<file path="src/rtl/prio_enc_pkg.sv">
// Shared constants and sizing helper for the N-input priority encoder.
package prio_enc_pkg;
  localparam int PRIO_FIXED = 0;
  localparam int PRIO_RR    = 1;

  // Index width that never collapses to zero bits.
  function automatic int clog2_safe(input int n);
    return (n <= 2) ? 1 : $clog2(n);
  endfunction
endpackage

</file>
<file path="src/rtl/prio_pick_n.sv">
// Combinational winner select: highest set bit (fixed) or first set bit at/after ptr (round-robin).
module prio_pick_n
  import prio_enc_pkg::*;
#(
  parameter  int N       = 8,
  parameter  int RR_MODE = PRIO_FIXED,
  localparam int W       = clog2_safe(N)
) (
  input  logic [N-1:0] vec,
  input  logic [W-1:0] ptr,
  output logic [W-1:0] idx,
  output logic         any
);

  assign any = |vec;

  generate
    if (RR_MODE == PRIO_RR) begin : g_rr
      localparam logic [W:0] NV = (W+1)'(N);
      logic [N-1:0] rot;
      logic [W:0]   k;
      logic [W:0]   sum;
      logic [W-1:0] j;

      // rot[i] = vec[(i + ptr) mod N], so an ascending scan starts at ptr.
      always_comb begin
        rot = '0;
        k   = '0;
        for (int i = 0; i < N; i++) begin
          k = (W+1)'(i) + {1'b0, ptr};
          if (k >= NV) k = k - NV;
          rot[i] = vec[k[W-1:0]];
        end
      end

      always_comb begin
        j = '0;
        for (int i = N-1; i >= 0; i--) begin
          if (rot[i]) j = W'(i);
        end
        sum = {1'b0, j} + {1'b0, ptr};
        if (sum >= NV) sum = sum - NV;
        idx = any ? sum[W-1:0] : '0;
      end
    end else begin : g_fixed
      logic unused_ptr;
      assign unused_ptr = ^ptr;

      always_comb begin
        idx = '0;
        for (int i = 0; i < N; i++) begin
          if (vec[i]) idx = W'(i);
        end
      end
    end
  endgenerate

endmodule

</file>
<file path="src/rtl/prio_encoder_n.sv">
// Registered N-input priority encoder with valid/ready handshake, hit count and multi/zero flags.
module prio_encoder_n
  import prio_enc_pkg::*;
#(
  parameter  int N       = 8,
  parameter  int RR_MODE = PRIO_FIXED,
  localparam int W       = clog2_safe(N),
  localparam int CW      = clog2_safe(N+1)
) (
  input  logic          clk,
  input  logic          rst,
  input  logic          in_valid,
  output logic          in_ready,
  input  logic [N-1:0]  in_vec,
  output logic          out_valid,
  input  logic          out_ready,
  output logic [W-1:0]  out_idx,
  output logic          out_multi,
  output logic          out_zero,
  output logic [CW-1:0] out_count
);

  logic          out_valid_q, out_valid_d;
  logic [W-1:0]  out_idx_q, out_idx_d;
  logic          out_multi_q, out_multi_d;
  logic          out_zero_q, out_zero_d;
  logic [CW-1:0] out_count_q, out_count_d;
  logic [W-1:0]  rr_ptr_q, rr_ptr_d;

  logic          fire_in, fire_out;
  logic [W-1:0]  ptr_in, pick_idx;
  logic          pick_any;
  logic [CW-1:0] cnt;

  assign in_ready = !out_valid_q || out_ready;
  assign fire_in  = in_valid && in_ready;
  assign fire_out = out_valid_q && out_ready;
  assign ptr_in   = (RR_MODE == PRIO_RR) ? rr_ptr_q : '0;

  prio_pick_n #(.N(N), .RR_MODE(RR_MODE)) u_pick (
    .vec (in_vec),
    .ptr (ptr_in),
    .idx (pick_idx),
    .any (pick_any)
  );

  always_comb begin
    cnt = '0;
    for (int i = 0; i < N; i++) cnt = cnt + CW'(in_vec[i]);
  end

  always_comb begin
    out_valid_d = out_valid_q;
    out_idx_d   = out_idx_q;
    out_multi_d = out_multi_q;
    out_zero_d  = out_zero_q;
    out_count_d = out_count_q;
    rr_ptr_d    = rr_ptr_q;
    if (fire_in) begin
      // A new accept overwrites the held result even if it is consumed this cycle.
      out_valid_d = 1'b1;
      out_idx_d   = pick_idx;
      out_count_d = cnt;
      out_multi_d = cnt > CW'(1);
      out_zero_d  = !pick_any;
      if (RR_MODE == PRIO_RR && pick_any)
        rr_ptr_d = (pick_idx == W'(N-1)) ? '0 : pick_idx + W'(1);
    end else if (fire_out) begin
      out_valid_d = 1'b0;
    end
  end

  always_ff @(posedge clk) begin
    if (rst) begin
      out_valid_q <= 1'b0;
      out_idx_q   <= '0;
      out_multi_q <= 1'b0;
      out_zero_q  <= 1'b0;
      out_count_q <= '0;
      rr_ptr_q    <= '0;
    end else begin
      out_valid_q <= out_valid_d;
      out_idx_q   <= out_idx_d;
      out_multi_q <= out_multi_d;
      out_zero_q  <= out_zero_d;
      out_count_q <= out_count_d;
      rr_ptr_q    <= rr_ptr_d;
    end
  end

  assign out_valid = out_valid_q;
  assign out_idx   = out_idx_q;
  assign out_multi = out_multi_q;
  assign out_zero  = out_zero_q;
  assign out_count = out_count_q;

endmodule

</file>
<file path="config.mk">
export PLATFORM = sky130hd
export DESIGN_NAME = prio_encoder_n
export DESIGN_NICKNAME = d
export VERILOG_FILES = /design/src/rtl/prio_enc_pkg.sv /design/src/rtl/prio_pick_n.sv /design/src/rtl/prio_encoder_n.sv
export SDC_FILE = /design/constraint.sdc
export NUM_CORES = 1
export LEC_CHECK = 0
export CORE_MARGIN = 1
export CORE_UTILIZATION = 43
export DETAILED_ROUTE_END_ITERATION = 16
export PLACE_DENSITY_LB_ADDON = 0.15
export RECOVER_POWER = 100
export REMOVE_ABC_BUFFERS = 1
export SLEW_MARGIN = 20
export SYNTH_ARGS = -nofsm -noshare
export SYNTH_HDL_FRONTEND = slang
export SYNTH_HIERARCHICAL = 1
export SYNTH_SLANG_ARGS = --single-unit
</file>
<file path="constraint.sdc">
create_clock -name clk -period 3.2 [get_ports clk]
set_input_delay 0.48 -clock clk [delete_from_list [all_inputs] [get_ports clk]]
set_output_delay 0.48 -clock clk [all_outputs]
set_load 0.01 [all_outputs]
</file>
==> results.env, run 1 <==
CP.REQUIRED_NS=3.34
CRITPATHKIND='in -> reg'
POST_SYNTH_INST_COUNT=76
GRT_PASS1_VIAS=531
CLOCK_NETWORK_LATENCY_TO_THE_LATER_PIN_OF_THE_WORST_SKEW_PAIR_NS=0.26
GLOBALROUTETOTALUTIL_PCT=19.8
TIMING.CRITICAL_PATH.FROM='in_vec[3]'
REPORT.FINAL.HOLD_VIOL_COUNT=0
I_O_PINS=23
FINAL.SETUP_SKEW_NS=0.000653
YS_WARN_COUNT=6
TOTAL_CLOCK_SINKS=10
AREAGROWTHSYNTHTOFINISH_PCT=46.0
FILLERS=112
TRITONCTS='done'
RUN_STATUS='finished, final reports clean'
MAX-SLEW-MARGIN-REL_PCT=67.9
CRITPATHCAPTURETYPE='flip-flop'
SYNTH_AREA_UM2=642
NUMPORTBUFFERS=22
INITIAL_CORE_UTIL_PCT=47.5
INITIAL_ANTENNA_VIOLATION_COUNT=0
CLOCK_TREE.HTREE_LEVEL_COUNT=1
NUMBER_OF_BUFFERS_INSERTED_BY_HOLD_REPAIR_AT_CTS=0
CTS_MAX_PATH_BUFFERS=2
P_LEAK_uW=0.000429
FINAL_MAX_SLEW_VIOL_COUNT=0
FINISH.NET_COUNT=123
MIN-DELAY-PATH-CLASS='reg -> reg'
DRC=0
NUM_ANTENNA_CELLS=0
CTS.CLK_SLEW.WORST_PATHS_NS=0.06
DIE-HEIGHT_UM=40.6
FINAL-SETUP-VIOL-COUNT=0
TIGHTEST_SLEW_NS=0.480
CRITICAL_PATH.N_BUFFERS_INVERTERS=4
CRITPATHMAXFANOUT=2
PERIOD_NEEDED_NS=3.08
VIA_COUNT=600
POST_ROUTE_CELLS_DRIVE_ABOVE_1_SHARE_PCT=23.5
CRIT_PATH_CELLS='clkbuf_2, fa_1, inv_2, fa_1, fa_1, inv_1, ha_2, inv_2, fa_2, a31o_4, o22ai_2'
PEAKVDDDROP_uV=311
DRT-VIAS-PER-INSTANCE=5.13
CTS_MADE_BUFFERS=3
ROWS=13
HOLD_PATH_STARTPOINT='out_idx[2]'
SETUP-TNS-FINAL_NS=0
DRT_FIRST_ITER_VIOLATIONS=9
R2R_START='out_valid'
DIE_WIDTH_UM=40.6
PWR_DENSITY_CELL_mW_PER_MM2=414
FINAL.PERIOD_UTILIZATION_PCT=96.1
FLOORPLAN.CORE_AREA_MM2=0.00135
DETAILEDROUTE.FIRSTPASSITERATIONCOUNT=4
FINAL_CELL_MIX='11 x sky130_fd_sc_hd__inv_1, 11 x sky130_fd_sc_hd__dlygate4sd3_1, 10 x sky130_fd_sc_hd__a21oi_1, 10 x sky130_fd_sc_hd__dfxtp_1, 8 x sky130_fd_sc_hd__clkdlybuf4s50_1'
PLACE.DETAILED.HPWL_MM=1.06
FINAL_ANTENNA_NET_COUNT=0
UTILIZATION_PCT=69.4
FP.DIEAREA_MM2=0.00165
GRT_FIRST_PASS_WIRELENGTH_MM=2.15
WORSTSETUPSTARTPOINTTYPE='primary input'
POSTCTSSETUPBUFFERS=0
PATH_DELAY_FAMILY='adder cells'
TIMING.CRITICAL_PATH.ARRIVAL_NS=3.22
GRT_MAX_DEGREE=15
TOTAL_GRT_OVERFLOW=0
POST_ROUTE_WL_MM=1.41
CRIT_SLOWEST_CELL='sky130_fd_sc_hd__fa_2'
GPL_CONGESTION=0.685
CLOCK-ROOT-BUFFER='sky130_fd_sc_hd__clkbuf_4'
CRITICAL-PATH-MAX-STAGE-DELAY_NS=0.57
CRIT_TOP_CELL='sky130_fd_sc_hd__fa_1'
WIRE_PER_INST_UM=12.1
TIMING.FMAX_MHz=325
MAX_CAP_VIOLATIONS=0
AVGSYNTHCELLAREA_UM2=8.45
metal layers:
metal | up-vias | routed length (um) | GRT usage [%]
met5 | - | 0 | 0
met2 | 17 | 687 | 31.3
li1 | 313 | - | -
met4 | 0 | 0 | 0
met3 | 0 | 86 | 8.70
met1 | 270 | 640 | 26.5
worst reg2reg max path: stages (launching register included):
cell and delay [ns]:
sky130_fd_sc_hd__dfxtp_1 0.33, sky130_fd_sc_hd__nor2b_4 0.20, sky130_fd_sc_hd__inv_1 0.23, sky130_fd_sc_hd__a21oi_1 0.35
sky130_fd_sc_hd__nor2_4 0.05
cell type report:
cell class	count	area, um^2	area share, %
multi-input cells	49	408	43.5
repair buffers	26	235	25.1
flip-flops and latches	10	200	21.4
inverters	14	52.6	5.61
clock buffers	3	22.5	2.40
well taps	15	18.8	2.00
registers in the layout, indices dropped and copies added, names as in the netlist:
signal     count
out_count      4
out_idx        3
out_multi      1
out_valid      1
out_zero       1
path summary, 6_finish.rpt:
check | endpoint | slack [ns] | depth (start not counted)
hold / removal | out_idx[2] | 0.47 | 2
setup / recovery | out_multi | 0.12 | 11
hold reg to reg | out_idx[2] | 0.47 | 2
setup reg to reg | out_count[1] | 1.94 | 4
what timing repair did:
| action | in CTS | in global routing |
|---|---|---|
| endpoints found under the setup margin | 3 | 3 |
| pin swaps | 0 | 7 |
| gates resized for setup | 5 | 14 |
metrics by stage:
step                      area, um^2  hold slack [ns]  worst slack (ns)  cells  power [uW]
after global routing             937            0.507          -0.00102    117         423
after global placement           891            0.464            -0.385    114         291
after detailed placement         891            0.467            -0.393    114         294
final                            937            0.470             0.124    117         388
after CTS                        920            0.475            0.0890    117         381
after floorplan                  622            0.488             0.205     73         225
power by group:
part	switching, uW	total, uW	internal, uW	leakage (uW)
logic	79.6	163	83.2	0.000332
registers	5.99	144	138	0.0000827
clock network	37.9	81.1	43.2	0.0000138
total	124	388	265	0.000429
Note: power is estimated with default switching activity, not from simulation.
==> inputs of run 2 (changes only) <==
- SKIP_LAST_GASP: default -> 1
- TNS_END_PERCENT: default -> 30
==> results of run 2 <==
Final layout, timing and power as in run 1 (identical DEF).
